===== src/rtl/aes_pkg.sv =====
// Shared AES definitions for the decryption datapath.
// - aes_state_t / aes_col_t: 128-bit state and 32-bit column types
//   (column c = state[127-32c -: 32], row 0 = MSB byte of each column).
// - imc_state_e: control states of the iterative InvMixColumns block.
// - xtime() and the gf_mul_* helpers: GF(2^8) constant multiplies over
//   0x11B, built purely from xtime chains so no tables or multipliers appear.
package aes_pkg;

    typedef logic [127:0] aes_state_t;
    typedef logic [31:0]  aes_col_t;

    typedef enum logic [1:0] {
        ST_IDLE = 2'd0,
        ST_CALC = 2'd1,
        ST_DONE = 2'd2
    } imc_state_e;

    // Multiply by x (0x02) modulo x^8+x^4+x^3+x+1.
    function automatic logic [7:0] xtime(input logic [7:0] b);
        return {b[6:0], 1'b0} ^ (b[7] ? 8'h1b : 8'h00);
    endfunction

    // 0x09 = x^3 + 1
    function automatic logic [7:0] gf_mul_9(input logic [7:0] b);
        logic [7:0] x8;
        x8 = xtime(xtime(xtime(b)));
        return x8 ^ b;
    endfunction

    // 0x0b = x^3 + x + 1
    function automatic logic [7:0] gf_mul_b(input logic [7:0] b);
        logic [7:0] x2;
        logic [7:0] x8;
        x2 = xtime(b);
        x8 = xtime(xtime(x2));
        return x8 ^ x2 ^ b;
    endfunction

    // 0x0d = x^3 + x^2 + 1
    function automatic logic [7:0] gf_mul_d(input logic [7:0] b);
        logic [7:0] x4;
        logic [7:0] x8;
        x4 = xtime(xtime(b));
        x8 = xtime(x4);
        return x8 ^ x4 ^ b;
    endfunction

    // 0x0e = x^3 + x^2 + x
    function automatic logic [7:0] gf_mul_e(input logic [7:0] b);
        logic [7:0] x2;
        logic [7:0] x4;
        logic [7:0] x8;
        x2 = xtime(b);
        x4 = xtime(x2);
        x8 = xtime(x4);
        return x8 ^ x4 ^ x2;
    endfunction

endpackage


===== src/rtl/inv_mix_column_calc.sv =====
// Combinational InvMixColumns of a single AES column.
// Ports:
//   col      in  32  input column, byte b0 (row 0) in bits [31:24]
//   col_out  out 32  transformed column, same byte layout
// r_i = 0e*b_i ^ 0b*b_(i+1) ^ 0d*b_(i+2) ^ 09*b_(i+3), indices mod 4.
module inv_mix_column_calc
    import aes_pkg::*;
(
    input  aes_col_t col,
    output aes_col_t col_out
);

    logic [7:0] b0_s;
    logic [7:0] b1_s;
    logic [7:0] b2_s;
    logic [7:0] b3_s;

    assign b0_s = col[31:24];
    assign b1_s = col[23:16];
    assign b2_s = col[15:8];
    assign b3_s = col[7:0];

    assign col_out[31:24] = gf_mul_e(b0_s) ^ gf_mul_b(b1_s) ^ gf_mul_d(b2_s) ^ gf_mul_9(b3_s);
    assign col_out[23:16] = gf_mul_e(b1_s) ^ gf_mul_b(b2_s) ^ gf_mul_d(b3_s) ^ gf_mul_9(b0_s);
    assign col_out[15:8]  = gf_mul_e(b2_s) ^ gf_mul_b(b3_s) ^ gf_mul_d(b0_s) ^ gf_mul_9(b1_s);
    assign col_out[7:0]   = gf_mul_e(b3_s) ^ gf_mul_b(b0_s) ^ gf_mul_d(b1_s) ^ gf_mul_9(b2_s);

endmodule


===== src/rtl/inv_mix_columns_seq.sv =====
// Iterative AES InvMixColumns: accepts one 128-bit state over in_valid/in_ready,
// transforms COLS_PER_CYCLE columns per clock (1, 2 or 4; N = 4/COLS_PER_CYCLE
// clocks), then presents the result over out_valid/out_ready.
// Ports:
//   clk        in   1    rising-edge clock
//   rst        in   1    synchronous active-high reset
//   in_valid   in   1    in_data valid
//   in_ready   out  1    IDLE, or DONE with the result being taken this cycle
//   in_data    in   128  AES state
//   out_valid  out  1    out_data valid (held until out_ready)
//   out_ready  in   1    downstream accepts out_data
//   out_data   out  128  InvMixColumns(in_data)
//   busy       out  1    high in CALC or DONE
module inv_mix_columns_seq
    import aes_pkg::*;
#(
    parameter int COLS_PER_CYCLE = 1
) (
    input  logic         clk,
    input  logic         rst,
    input  logic         in_valid,
    output logic         in_ready,
    input  logic [127:0] in_data,
    output logic         out_valid,
    input  logic         out_ready,
    output logic [127:0] out_data,
    output logic         busy
);

    // Column index of the first column of the final group; the 2-bit counter
    // wraps back to zero naturally when the step is added on that group.
    localparam logic [1:0] LAST_IDX = 2'(4 - COLS_PER_CYCLE);
    localparam logic [1:0] IDX_STEP = 2'(COLS_PER_CYCLE);

    imc_state_e  state_r;
    logic [1:0]  col_idx_r;
    aes_state_t  work_r;
    aes_state_t  next_work_s;
    logic        out_valid_r;
    aes_state_t  out_data_r;
    logic        busy_r;

    logic [1:0]  sel_s      [COLS_PER_CYCLE];
    aes_col_t    cur_col_s  [COLS_PER_CYCLE];
    aes_col_t    calc_col_s [COLS_PER_CYCLE];

    // One column datapath per column handled in a cycle; column c lives at
    // bit offset (3-c)*32, and 3-c of a 2-bit index is simply ~c.
    for (genvar g = 0; g < COLS_PER_CYCLE; g++) begin : gen_col
        assign sel_s[g]     = col_idx_r + 2'(g);
        assign cur_col_s[g] = work_r[{~sel_s[g], 5'd0} +: 32];

        inv_mix_column_calc u_calc (
            .col     (cur_col_s[g]),
            .col_out (calc_col_s[g])
        );
    end

    // Working state with the current group of columns replaced by their transform.
    always_comb begin
        next_work_s = work_r;
        for (int g = 0; g < COLS_PER_CYCLE; g++) begin
            next_work_s[{~sel_s[g], 5'd0} +: 32] = calc_col_s[g];
        end
    end

    // Ready is held low during reset so nothing is accepted on a reset edge.
    assign in_ready  = ~rst & ((state_r == ST_IDLE) | ((state_r == ST_DONE) & out_ready));
    assign out_valid = out_valid_r;
    assign out_data  = out_data_r;
    assign busy      = busy_r;

    // Control FSM, column counter, working register and registered outputs.
    always_ff @(posedge clk) begin
        if (rst) begin
            state_r     <= ST_IDLE;
            col_idx_r   <= 2'd0;
            work_r      <= '0;
            out_valid_r <= 1'b0;
            out_data_r  <= '0;
            busy_r      <= 1'b0;
        end else begin
            case (state_r)
                ST_IDLE: begin
                    if (in_valid) begin
                        work_r    <= in_data;
                        col_idx_r <= 2'd0;
                        busy_r    <= 1'b1;
                        state_r   <= ST_CALC;
                    end else begin
                        state_r   <= ST_IDLE;
                    end
                end
                ST_CALC: begin
                    work_r    <= next_work_s;
                    col_idx_r <= col_idx_r + IDX_STEP;
                    if (col_idx_r == LAST_IDX) begin
                        out_data_r  <= next_work_s;
                        out_valid_r <= 1'b1;
                        state_r     <= ST_DONE;
                    end else begin
                        state_r     <= ST_CALC;
                    end
                end
                ST_DONE: begin
                    if (out_ready) begin
                        out_valid_r <= 1'b0;
                        if (in_valid) begin
                            // Result handed off and next block loaded on the same edge.
                            work_r    <= in_data;
                            col_idx_r <= 2'd0;
                            state_r   <= ST_CALC;
                        end else begin
                            busy_r    <= 1'b0;
                            state_r   <= ST_IDLE;
                        end
                    end else begin
                        state_r <= ST_DONE;
                    end
                end
                default: begin
                    state_r     <= ST_IDLE;
                    col_idx_r   <= 2'd0;
                    out_valid_r <= 1'b0;
                    busy_r      <= 1'b0;
                end
            endcase
        end
    end

endmodule

===== config.mk =====
export PLATFORM = sky130hd
export DESIGN_NAME = inv_mix_columns_seq
export DESIGN_NICKNAME = d
export VERILOG_FILES = /design/src/rtl/aes_pkg.sv /design/src/rtl/inv_mix_column_calc.sv /design/src/rtl/inv_mix_columns_seq.sv
export SDC_FILE = /design/constraint.sdc
export NUM_CORES = 1
export LEC_CHECK = 0
export CAP_MARGIN = 5
export CORE_AREA = 4 4 198 200
export CTS_CLUSTER_DIAMETER = 30
export DETAILED_ROUTE_END_ITERATION = 16
export DIE_AREA = 0 0 202 204
export GPL_TIMING_DRIVEN = 0
export PLACE_DENSITY_LB_ADDON = 0.3
export SYNTH_ARGS = -nofsm -noshare
export SYNTH_HDL_FRONTEND = slang
export SYNTH_SLANG_ARGS = --single-unit

===== constraint.sdc =====
create_clock -name clk -period 2.9 [get_ports clk]
set_input_delay 0.29 -clock clk [delete_from_list [all_inputs] [get_ports clk]]
set_output_delay 0.29 -clock clk [all_outputs]
set_load 0.01 [all_outputs]

# ---- Word level (Yosys, flattened, before mapping)
# Index checks and enable logic that the tools add are counted.
dict set report word_totals {
  mem_bits_ro 0
  elab_cells 109
  n_memories 0
  output_inout_bits 131
  ff_bits 262
  ram_bits 0
  latch_bits 0
}
dict set report op_classes {
  div_mod_pow 0
  mul 0
  n_bitwise 55
  add_sub_neg 2
  n_mux 30
  reduce_logical 6
  n_eq_ne 7
  shifts 3
  magnitude_cmp 0
}
# operator n
set op_table {}
lappend op_table {{case mux 128 bit (3 select lines)} 1}
lappend op_table {{XOR 8 bit} 45}
lappend op_table {{2-to-1 mux 128 bit} 2}
lappend op_table {{bitwise mux 128 bit} 1}
lappend op_table {{variable shift 32 x 9 -> 128 bit (first input constant)} 1}
lappend op_table {{variable part select 128 x 8 -> 32 bit} 1}
lappend op_table {{variable part select 32 x 9 -> 128 bit} 1}
lappend op_table {{2-to-1 mux 5 bit} 12}
lappend op_table {{XOR 8 x 5 -> 8 bit} 3}
lappend op_table {{case mux 2 bit (3 select lines)} 2}
lappend op_table {{negation 7 -> 9 bit} 1}
lappend op_table {{2-to-1 mux 2 bit} 4}
lappend op_table {{!= test 2 bit (second input constant)} 4}
lappend op_table {{2-to-1 mux 1 bit} 6}
lappend op_table {{case mux 1 bit (3 select lines)} 2}
lappend op_table {{== test 2 bit (second input constant)} 2}
lappend op_table {{AND reduction 2 bit} 2}
lappend op_table {{AND reduction 4 bit} 1}
lappend op_table {{inverter 1 bit} 3}
lappend op_table {{AND reduction 3 bit} 1}
lappend op_table {{nonzero test 3 bit} 1}
lappend op_table {{adder 2 x 1 -> 2 bit (second input constant)} 1}
lappend op_table {{AND 1 bit} 2}
lappend op_table {{== test 2 x 1 -> 1 bit (second input constant)} 1}
lappend op_table {{other kinds (3)} 3}

# ---- Depth between registers and ports, before layout
dict set report logic_depth {
  word_depth 16
  mapped_depth 12
}

# ---- By module
# From an unflattened synthesis, not the netlist that was laid out.
dict set report unflattened {
  cells_unflattened 1467
  area_unflattened_um2 13738.2
}
# mod cells_per_inst seq_area_each_um2 n_inst area_per_inst_um2
set by_module_without_submodules {}
lappend by_module_without_submodules {inv_mix_columns_seq 1253 5245.0 1 11332.1}
lappend by_module_without_submodules {inv_mix_column_calc 214 0.0 1 2406.1}

# ---- Worst setup path after synthesis
# Ideal clock, no wire load.
dict set report synth_path {
  path_type {register to register}
  startpoint {register col_idx_r[0]}
  endpoint {register work_r[67]}
  path_stages_with_launch 10
  period_less_slack_ns 3.177
  n_path_buf 2
  t_arrival_ns 3.044
  required_ns 2.767
  slack_ns -0.277
  cell_sequence {dfxtp_1 -> buf_6 -> mux4_2 -> buf_4 -> xor2_2 -> xor3_1 -> xor3_2 -> xnor3_2 -> a221oi_1 -> nor4_1}
}
dict set report synth_via {
  elab_chain_len 14
  word_cells_on_any_way 67
}
# item line
set synth_rtl {}
lappend synth_rtl {{from (decl)} inv_mix_columns_seq.sv:36} ;# logic [1:0] col_idx_r;
lappend synth_rtl {{from (signal assigned)} inv_mix_columns_seq.sv:96} ;# col_idx_r <= col_idx_r + IDX_STEP;
lappend synth_rtl {{inverter 2 bit *} {inv_mix_columns_seq.sv:51, inv_mix_columns_seq.sv:63}}
lappend synth_rtl {{variable part select 128 x 8 -> 32 bit} inv_mix_columns_seq.sv:51} ;# assign cur_col_s[g] = work_r[{~sel_s[g], 5'd0} +: 32];
lappend synth_rtl {{XOR 8 bit / 2-to-1 mux 5 bit (equally long branches)} aes_pkg.sv:20} ;# return {b[6:0], 1'b0} ^ (b[7] ? 8'h1b : 8'h00);
lappend synth_rtl {{XOR 8 x 5 -> 8 bit, or another cell as far along} aes_pkg.sv:20}
lappend synth_rtl {{2-to-1 mux 5 bit, or another cell as far along} aes_pkg.sv:20}
lappend synth_rtl {{XOR 8 bit / XOR 8 x 5 -> 8 bit (equally long branches)} aes_pkg.sv:20}
lappend synth_rtl {{XOR 8 bit (on tied branches)} {aes_pkg.sv:45, aes_pkg.sv:56, aes_pkg.sv:36}}
lappend synth_rtl {{XOR 8 bit (on tied branches)} {aes_pkg.sv:56, aes_pkg.sv:36}}
lappend synth_rtl {{XOR 8 bit (on tied branches) (3 in series)} n/a}
lappend synth_rtl {{variable part select 32 x 9 -> 128 bit} inv_mix_columns_seq.sv:63} ;# next_work_s[{~sel_s[g], 5'd0} +: 32] = calc_col_s[g];
lappend synth_rtl {{bitwise mux 128 bit *} inv_mix_columns_seq.sv:63}
lappend synth_rtl {{case mux 128 bit (3 select lines) *} inv_mix_columns_seq.sv:83} ;# case (state_r)
lappend synth_rtl {{to (signal assigned)} inv_mix_columns_seq.sv:86} ;# work_r <= in_data;
lappend synth_rtl {{to (signal assigned)} inv_mix_columns_seq.sv:95} ;# work_r <= next_work_s;
lappend synth_rtl {{to (signal assigned)} inv_mix_columns_seq.sv:110} ;# work_r <= in_data;
lappend synth_rtl {{to (decl)} inv_mix_columns_seq.sv:37} ;# aes_state_t work_r;
# Every way passes the cells marked *; elsewhere a longest branch is shown, timed or not.
# A chain may end at the register's enable or synchronous reset.

# ---- Worst setup path in the final report
dict set report layout_path {
  startpoint {register col_idx_r[0]}
  endpoint {register work_r[86]}
}
# Same word-level chain as after synthesis.

==> results.md <==
- The run finished, with violations left.
- The final reports fail on setup timing.
- Setup repair after global routing could not meet its margin everywhere.
- The critical path goes through buf_12 -> buf_12 -> buf_12 -> mux4_2 -> buf_6 -> buf_6 -> xor3_2 -> xnor3_2 -> xnor2_4 -> xnor2_4 -> buf_12 -> a221oi_2 -> o21ai_1.
- Along the worst path, the maximum fanout reaches 6.
- The total nets after synthesis is 1,830.
- The worst hold path stage count is 3.
- Synthesis produced 1,693 cells.
- In the routed layout, each cell is associated on average with a via count of 6.071.
- The kind of cell adding the most delay to the critical path is XOR/XNOR gates.
- The final number of hold-violating endpoints is 0.
- The register-to-register path setup slack is -520 ps.
- The largest area contributor in the synthesized netlist is dfxtp_1.
- The post-layout worst setup margin is -522.6 ps.
- The number of antenna violations at the first check in global routing is 4.
- After synthesis, the share of flip-flops with an asynchronous set or reset is 0%.
- The die is 202 µm wide.
- The number of clock buffers added by TritonCTS is 60.
- The clock tree from TritonCTS is built.
- The type of the setup path with the least slack is register to register.
- In this run, post-CTS hold repair placed 0 buffers.
- Clock-pin slew was measured on the worst setup and hold paths at 50 ps.
- The maximum root-to-sink buffer count is 3.
- The cell area that synthesis handed to floorplanning was around 15,000 µm².
- Across all layers, the routed design uses between 15,000 and 20,000 vias.
- In this run the critical register-to-register path is launched from col_idx_r[0].
- The I/O pin count is 263.
- The worst hold path belongs to the class input port to register.
- The share of synthesized area in the top cell type comes to 35.53%.
- At the end of the flow, the number of nets in the layout was 2,330.
- The startpoint identified for the worst hold timing path is in_data[7].
- Counting cells, the worst reg-to-reg path comes to 13.
- The main flop type after synthesis is dfxtp_1.
- The number of buffers and inverters on the critical path is 6.
- The number of antenna-violating nets in the routed design is 0.
- The most critical setup path has its startpoint at col_idx_r[0].
- The effective utilization at floorplan is 39.48%.
- Static timing analysis puts the maximum clock frequency at a little under 0.3 GHz.
- The worst setup path is captured at a register.
- Across the routed clock network, the largest skew measured is 23.09 ps.
- For the worst-skew pair, the clock arrives at the later sink with an insertion delay of 620 ps.
- The cell with the biggest individual delay on the critical path is mux4_2.
- The number of maximum-capacitance constraint violations is 0.
- By area the synthesized netlist is led by dfxtp_1, nor2_1, xnor2_1, xnor3_1, mux4_2.
- The delay of the slowest critical-path stage is 470 ps.
- A synthesized cell averages 8.721 µm².
- The wire length of the first global-routing pass is 111.5 mm.
- The transition time of the tightest slew-check pin is around 1200 ps.
- The number of port buffers is 262.
- Final hold analysis gives a worst-case slack of 323.0 ps.
- The DRC violation count after routing is 0.
- Data arrives at the worst endpoint at ~4000 ps.
- Setup violations remaining at the end of the flow were counted as 175.
- The pin count of the biggest net entering global routing is 29.
- Measured against its own limit, the worst slew margin works out to 18.55%.
- Subtracting the final worst setup slack from the clock period gives around 3400 ps.
- At the worst endpoint, the required time is ~3400 ps.
- In this run, synthesis inferred 0 flip-flops with an integrated enable.
- The layout overhead on the synthesized area is 69.64%.
- The count of routing violations after the opening detailed-route iteration is about 2,000.
- The half-perimeter wire length of the detailed placement result is 58.07 mm.
- Summed over all layers, the global routing overflow is 0.
- After synthesis, the netlist uses 55 different library cells.
- In this run the vertical extent of the chip is 204 µm.
- The final weighted congestion of routability-driven global placement is 1.062.
- The number of placement rows is 71.
- The most numerous cell type found on the critical path is buf_12.
- The first-pass detailed-route iteration total is 5.
- The CTS root buffer is clkbuf_16.
- The final count of pins violating max slew was 0.
- The overall fraction of global-route tracks in use is 36.82%.
- The worst flop-to-flop path endpoint is work_r[86].
- The standard cell core area is 37,400 µm².
- In the final routed layout, each cell accounts on average for approximately 29 µm.
- The synthesized design contains 262 register bits.
- The share of synthesized area occupied by flip-flops and latches is 35.53%.
- The category of the worst setup path launch point is a register.
- The area of the die is 41,210 µm².
- The CTS sink count is 262.
- For this run, the number of Yosys warnings is 0.
- The total detailed-routing wirelength is 81.35 mm.
- The worst path uses 118.0% of the clock period.
- The number of H-tree levels is 2.
- Counting buffers and inverters, the worst setup path is 13 cells deep.
- In the final layout, the share of cells above drive strength 1 is 29.81%.
- The via count of the first global-routing pass is 16,331.
- The last element of the critical path is work_r[86].
## worst min-delay path by stage
stage                            end  slack [ps]
after CTS                 work_r[72]         300
after global routing       work_r[8]         360
after floorplan           work_r[72]         430
after global placement    work_r[72]         440
final                      work_r[7]         320
after detailed placement  work_r[72]         450
## cell usage after synthesis, types with 2 or more instances
master     number
mux2i_1         2
xor2_2          3
inv_1           9
xor3_1          7
buf_1           3
and2_1          2
xnor3_2         3
buf_2          14
xnor2_1        93
a211oi_1       12
a221oi_2        5
a311oi_1       17
a32oi_1         2
o21ai_0       114
a22oi_1         4
nor4_1         70
clkbuf_1      140
o2bb2ai_1       6
nor3_1        101
and3_1         63
buf_6           3
o32ai_1         5
buf_4           5
dfxtp_1       262
a21oi_1       114
xnor3_1        32
nand2_1       133
xor2_1         29
o221ai_1        9
or3_1          23
nand3_1        11
nor2b_1        32
xnor2_2        19
nor2_1        218
a221oi_1       57
ha_1            5
mux4_2         31
xnor2_4         4
a2bb2oi_1       3
a31oi_1         9
o211ai_1        5
## area by class of cell
type	count	area, µm²
diodes	3	7.507
plain buffers	159	844.6
clock buffers	75	1649
clock inverters	38	589.3
fillers	2835	12350
inverters	10	37.54
multi-input cells	1255	11300
flip-flops and latches	262	5250
well taps	511	639.4
repair buffers	445	4725
## worst min-delay path, stage by stage
cell and delay (ps):
clkdlybuf4s50_1 480, o221ai_2 90, nand2_1 50
## logic make-up after synthesis
logic type / Yosys count / synth area share (%)
AOI/OAI and AO/OA: 368 / 15.86
xor gates and xnor gates: 192 / 17.25
adders and majority gates: 5 / 0.4237
buffers and inverters: 176 / 4.983
DFF: 262 / 35.53
muxes: 34 / 5.042
and+or+nand+nor: 656 / 20.91
## repair_timing
item                                    4_1_cts  5_1_grt
gates cloned                                  2        0
setup buffers                               134       51
endpoints found under the setup margin      248      177
pin swaps                                   122       87
gates resized for setup                     342      161
## registers in the layout, summed over array words and instances (netlist names)
| name | count |
|---|---|
| work_r | 128 |
| col_idx_r | 2 |
| out_valid | 1 |
| out_data | 128 |
| state_r | 2 |
| busy | 1 |
## cells in the final DEF, fill, tap and decap left out, types with 12 or more instances in the layout
cell type,count
or3_1,23
buf_4,87
clkdlybuf4s50_1,262
clkbuf_1,127
xnor2_2,32
dfxtp_1,260
clkbuf_16,61
a21oi_1,102
mux4_2,31
and3_1,63
a221oi_2,44
nand2_1,119
nor2b_1,32
a221oi_4,13
xor2_4,16
o21ai_1,18
xnor2_4,53
xnor2_1,31
buf_12,45
buf_6,64
a21oi_2,12
xnor3_2,27
o21ai_0,97
nor4_1,60
bufinv_16,13
clkbuf_2,14
nor3_1,89
nor2_1,201
## stage by stage
stage                     setup slack [ps]  cell area [µm²]  std cells  utilization (%)  setup TNS, ps
after CTS                           -461.7            23780       2707            63.58         -39940
after detailed placement             -1396            18170       2466            48.60        -175790
after floorplan                     -15.75            14910       1693                -         -20.84
after global routing                -571.9            25040       2756            66.96         -62520
final                               -522.6            25050       2758            66.97         -53550
after global placement               -1365            18170       2466            48.60        -159540
## routing by layer
layer | wire (µm) | GRT usage, % | part of all wire, %
met2 | 35470 | 56.84 | 44
met1 | 30430 | 46.41 | 37
met4 | 6356 | 22.58 | 7.8
met3 | 9098 | 9.426 | 11
met5 | 0 | 0 | 0
Power is left out: the tool's default activity adds up to more than one toggle a clock period on the data nets, which glitch-free logic cannot reach.
